[src/rtl/id_ex_latch.sv]
// ID/EX pipeline register for the five-stage MIPS datapath.
// Latches the EX/M/WB control bundles and the decode-stage operands on every
// rising edge. It also detects load-use hazards against the instruction now
// in EX, raises a combinational stall to the PC and IF/ID, and turns the
// offending slot into a one-cycle bubble. A branch flush from MEM zeroes the
// control bundles of the instruction entering EX.
module id_ex_latch #(
  parameter int DW = 32,
  parameter int RW = 5
) (
  input  logic          clk,
  input  logic          rst,
  input  logic          flush,
  input  logic [1:0]    ctl_wb_in,
  input  logic [2:0]    ctl_m_in,
  input  logic [3:0]    ctl_ex_in,
  input  logic [DW-1:0] npc_in,
  input  logic [DW-1:0] rdata1_in,
  input  logic [DW-1:0] rdata2_in,
  input  logic [DW-1:0] imm_in,
  input  logic [RW-1:0] rs_in,
  input  logic [RW-1:0] rt_in,
  input  logic [RW-1:0] rd_in,
  output logic [1:0]    ctl_wb_out,
  output logic [2:0]    ctl_m_out,
  output logic [3:0]    ctl_ex_out,
  output logic [DW-1:0] npc_out,
  output logic [DW-1:0] rdata1_out,
  output logic [DW-1:0] rdata2_out,
  output logic [DW-1:0] imm_out,
  output logic [RW-1:0] rt_out,
  output logic [RW-1:0] rd_out,
  output logic          stall
);

  // Bit 1 of the M bundle is MemRead: a load currently sitting in EX.
  localparam int M_MEMREAD = 1;

  logic hazard;
  logic rt_nonzero;
  logic rs_match;
  logic rt_match;
  logic squash;

  // Load-use detect against the load now in EX. $zero has no producer, so
  // rt_out == 0 never stalls. rt_in is compared even for I-type consumers;
  // the occasional spurious bubble is cheaper than decoding the format here.
  always_comb begin
    // NOTE: every signal driven in always_comb gets a value on every path,
    // otherwise synthesis infers a latch to hold the old value.
    rt_nonzero = 1'b0;
    rs_match   = 1'b0;
    rt_match   = 1'b0;
    hazard     = 1'b0;
    rt_nonzero = (rt_out != '0);
    rs_match   = (rt_out == rs_in);
    rt_match   = (rt_out == rt_in);
    hazard     = ctl_m_out[M_MEMREAD] & rt_nonzero & (rs_match | rt_match);
  end

  // A flush already kills the consumer, so it must not also freeze the front
  // end; the upstream stages then load the branch target normally.
  assign stall  = hazard & ~flush;

  // Either a flush or a bubble clears the control bundles. Because a bubble
  // clears MemRead, the hazard self-clears after exactly one inserted slot.
  assign squash = flush | hazard;

  // Control bundles: reset and squash both zero them; otherwise latched as
  // received, including any don't-care bits the decoder leaves undefined.
  always_ff @(posedge clk) begin
    // NOTE: state registers use non-blocking assignments so every flop
    // samples pre-edge values, independent of statement order.
    if (rst) begin
      ctl_wb_out <= '0;
      ctl_m_out  <= '0;
      ctl_ex_out <= '0;
    end else if (squash) begin
      ctl_wb_out <= '0;
      ctl_m_out  <= '0;
      ctl_ex_out <= '0;
    end else begin
      ctl_wb_out <= ctl_wb_in;
      ctl_m_out  <= ctl_m_in;
      ctl_ex_out <= ctl_ex_in;
    end
  end

  // Data and register fields: cleared by reset, otherwise captured every
  // edge. Under a bubble or flush they are dead downstream because the
  // zeroed control disables every write and the branch.
  always_ff @(posedge clk) begin
    // NOTE: the datapath fields are reset too, even though zeroed control
    // makes them harmless; rt_out feeds the hazard compare and must never
    // start out undefined.
    if (rst) begin
      npc_out    <= '0;
      rdata1_out <= '0;
      rdata2_out <= '0;
      imm_out    <= '0;
      rt_out     <= '0;
      rd_out     <= '0;
    end else begin
      npc_out    <= npc_in;
      rdata1_out <= rdata1_in;
      rdata2_out <= rdata2_in;
      imm_out    <= imm_in;
      rt_out     <= rt_in;
      rd_out     <= rd_in;
    end
  end

endmodule

[config.mk]
export PLATFORM = sky130hd
export DESIGN_NAME = id_ex_latch
export DESIGN_NICKNAME = d
export VERILOG_FILES = /design/src/rtl/id_ex_latch.sv
export SDC_FILE = /design/constraint.sdc
export NUM_CORES = 1
export LEC_CHECK = 0
export CAP_MARGIN = 20
export CORE_MARGIN = 10
export CORE_UTILIZATION = 36
export DETAILED_ROUTE_END_ITERATION = 12
export GPL_ROUTABILITY_DRIVEN = 0
export GPL_TIMING_DRIVEN = 0
export MAX_ROUTING_LAYER = met4
export PLACE_DENSITY = 0.84
export SLEW_MARGIN = 20
export SYNTH_ARGS = -nofsm -noshare
export SYNTH_HDL_FRONTEND = slang
export SYNTH_SLANG_ARGS = --single-unit
export TNS_END_PERCENT = 1
[constraint.sdc]
create_clock -name clk -period 2.7 [get_ports clk]
set_input_delay 0.675 -clock clk [delete_from_list [all_inputs] [get_ports clk]]
set_output_delay 0.675 -clock clk [all_outputs]
set_load 0.01 [all_outputs]
==> summary.md <==
| Metric | Value |
|---|---|
| Status | completed |
| Largest family of logic cells by synthesized area | simple AND/OR/NAND/NOR gates |
| Tightest Hold Check Type | in2reg |
| Crit-path slowest cell | clkdlybuf4s50_1 |
| DRT Wirelength | 15500 microns |
| Leak | around 3 nW |
| Tcrit/Tclk final | 97.3% |
| IO buf count | around 300 |
| Met3 global-route usage | 12.7% |
| Fraction of layout cells with a size suffix above 1 | 4.91% |
| Vias in the first global route | 3926 |
| Clk_lat worst skew | 0.41 ns |
| Maximum fanout along the worst path | 2 |
| Synth Register Bits | 147 |
| Critical Path RT | 2.03 ns |
| Drt drc | 0 |
| P_int | 4.08 mW |
| Most used routing layer | met2 |
| Adder-Cell Fraction of Synth Area | 0% |
| Crit path launch type | input pin |
| Post-Synthesis Cells | 338 |
| Root Driver | clkbuf_16 |
| Largest net degree at the start of global routing | 17 |
| # rows | 38 |
| WL/cell | 19.1 microns |
| Finished layout cell area | 7850 sq um |
| Gr usage total | between 10% and 20% |
| Ant. Diodes | 0 |
| Cell Chain, Critical Path | clkdlybuf4s50_1 -> xnor2_1 -> nand3_1 -> o22ai_4 -> and3b_1 -> buf_2 |
| Post-Syn Area per Cell | about 12 sq um |
| Vias per cell | 4.31 |
| Die Area | 16100 sq um |
| Seq/Total Area, Yosys | between 70% and 80% |
| CP endpoint kind | primary output |
| Worst reg-to-reg setup slack | 1.30 ns |
| Dpl ws | -0.564 ns |
| Rel. slew slack | between 60% and 70% |
| Final #Nets | a little over 800 |
| Mux cell area share after synthesis | 0% |
| Hold Fails Final Rpt | 0 |
| I/O pins | 303 |
| Switching Fraction | 21.3% |
| R2r startpoint | rt_out[1]$_SDFF_PP0_ |
| R2R Path End | ctl_wb_out[0]$_SDFF_PP0_ |
| Psw | roughly 1.1 mW |
| DP Wirelength | 12700 microns |
| Max Fclk | between 300 and 400 MHz |
| Critical setup path kind | in2out |
| Syn-to-layout area delta | 91.5% |
| Post-synthesis compound-gate area fraction | under 10% |
| Worst Setup EP | stall |
| Comb power frac | 13.0% |
| First-pass GRT wire length | approximately 23000 microns |
| DRT Pass-1 Iters | 4 |
| RSZ-0062 raised after global routing | no |
| Reg2reg path depth | 4 |
| Maxcap violations | 0 |
| CTS H-Tree Depth | 4 |
| Placed insts | 779 |
| Post-Synth XOR/XNOR Area | 2.14% |
| Simple-Gate Fraction of Synth Area | 22.8% |
| Setup tns final | 0 ns |
| Dpl cell area | approximately 7300 sq um |
| CP Launch Point | rt_in[2] |
| Syn Nets | 493 |
| Iteration-0 DRC count of the detailed router | 124 |
| Die Wd | around 130 microns |
| Area of the mapped netlist | 4100 sq um |
| Final clock skew | 0.00322 ns |
| Non-Filler Instances | 812 |
| Worst path arrival time | 1.95 ns |
| Clock Sinks | 147 |
| Min cycle time layout | between 2 and 3 ns |
| CTS tree | built |
| Initial antenna violation count | 0 |
| Sequential power share | 44.8% |
| GRT met2 Usage | 33.0% |
| Clock slew at reported path FFs | ~0.060 ns |
| Routed Antenna Nets | 0 |
| Final Core Density | 71.5% |
| Final WS setup | 0.0719 ns |
| VDD IR-drop max | 481 uV |
| Ys Warns | 0 |
| Slew Viols, Final | 0 |
| Slowest stage delay, CP | around 0.5 ns |
| Routing usage on met1 | 16.8% |
| PwrDens | 661 nW/um^2 |
| Total gr overflow | 0 |
| TritonCTS Buffers | 17 |
| Die Y | 127 microns |
| DR vias | 3501 |
| Distinct cell type count after synthesis | 13 |
| Setup violators final | 0 |
| CTS max path bufs | 2 |
| Fill cells | 746 |
| Initial Utilization | 37.3% |
| Core Footprint | 11000 sq um |
| Least-Margin Pin Slew | 0.531 ns |
| Clock network power share | 42.3% |
[cell type report]
cell class | count | area, sq um | area share [%]
buffer | 16 | 67.6 | 0.861
clock buffer | 21 | 440 | 5.61
clock inverter | 11 | 113 | 1.43
multi-input combinational | 175 | 1090 | 13.9
sequential | 147 | 2940 | 37.5
tap | 140 | 175 | 2.23
timing repair buffer | 302 | 3010 | 38.4
[Yosys cell counts, drive strengths merged]
cell,n,share of area [%]
a21oi,9,1.1
and3b,1,0.21
buf,1,0.27
clkbuf,15,1.4
dfxtp,147,72
nand2,11,1.0
nand3,2,0.24
nor2,1,0.092
nor2b,138,21
o21a,1,0.18
o22ai,1,0.31
or4,1,0.18
xnor2,10,2.1
[worst max-delay path: cells and delay by family]
kind                      cells  cell delay, ns
AOI/OAI and AO/OA             1            0.20
xor gates and xnor gates      1            0.12
buffers and inverters         2            0.62
and+or+nand+nor               2            0.33
[per-stage QoR]
stage               hold slack [ns]  power (mW)
floorplan                     0.692        2.55
global placement              0.665        3.03
detailed placement            0.674        3.04
CTS                           0.635        5.25
global route                  0.676        5.39
finish                        0.657        5.19
[placed cells by master (no fill, tap or decap), types with 2 or more instances in the layout]
master           count
nand2_1             11
clkbuf_16           17
dfxtp_1            146
clkinv_2             7
clkbuf_1            19
a21oi_1              9
clkinv_4             2
bufinv_16            2
xnor2_1             10
clkdlybuf4s50_1    299
nand3_1              2
nor2b_1            138
[registers in the layout, summed over array words and instances, names as in the netlist]
name / flops
ctl_ex_out: 4
ctl_m_out: 3
ctl_wb_out: 2
imm_out: 32
npc_out: 32
rd_out: 5
rdata1_out: 32
rdata2_out: 32
rt_out: 5
[metal layers]
metal  routed length (microns)  share of wire (%)  vias up
met5                         0                  0        -
met4                       441                2.8        0
met3                      2190                 14       33
met2                      7860                 51      223
met1                      5040                 32     1570
li1                          -                  -     1675
[cells by family (layout without fill, tap and decap cells)]
group,after synthesis,in the layout
AOI/OAI and AO/OA,11,11
xor gates and xnor gates,10,10
and+or+nand+nor,154,154
DFF,147,147
buffers and inverters,16,350
[power groups by stage]
stage | clock (mW) | combinational, mW | sequential (mW)
2_1_floorplan | 0 | 0.121 | 2.43
3_3_place_gp | 0 | 0.665 | 2.36
3_5_place_dp | 0 | 0.676 | 2.37
4_1_cts | 2.24 | 0.686 | 2.32
5_1_grt | 2.34 | 0.721 | 2.33
6_report | 2.19 | 0.674 | 2.32
[worst min path at each step]
| stage | startpoint | to | depth (start not counted) |
|---|---|---|---|
| global placement | ctl_m_out[1]$_SDFF_PP0_ | ctl_ex_out[0]$_SDFF_PP0_ | 3 |
| finish | rst | imm_out[7]$_SDFF_PP0_ | 2 |
| CTS | rst | imm_out[3]$_SDFF_PP0_ | 2 |
| detailed placement | ctl_m_out[1]$_SDFF_PP0_ | ctl_wb_out[1]$_SDFF_PP0_ | 3 |
| global route | rst | rdata2_out[31]$_SDFF_PP0_ | 2 |
| floorplan | ctl_m_out[1]$_SDFF_PP0_ | ctl_ex_out[0]$_SDFF_PP0_ | 3 |
[repair_timing]
action                     in CTS  in global routing
setup buffers                   1                  0
pin swaps                       3                  1
setup endpoints to repair       1                  1
resized for setup               7                  0
hold buffers                    0                  0
(Power assumes the default switching activity.)
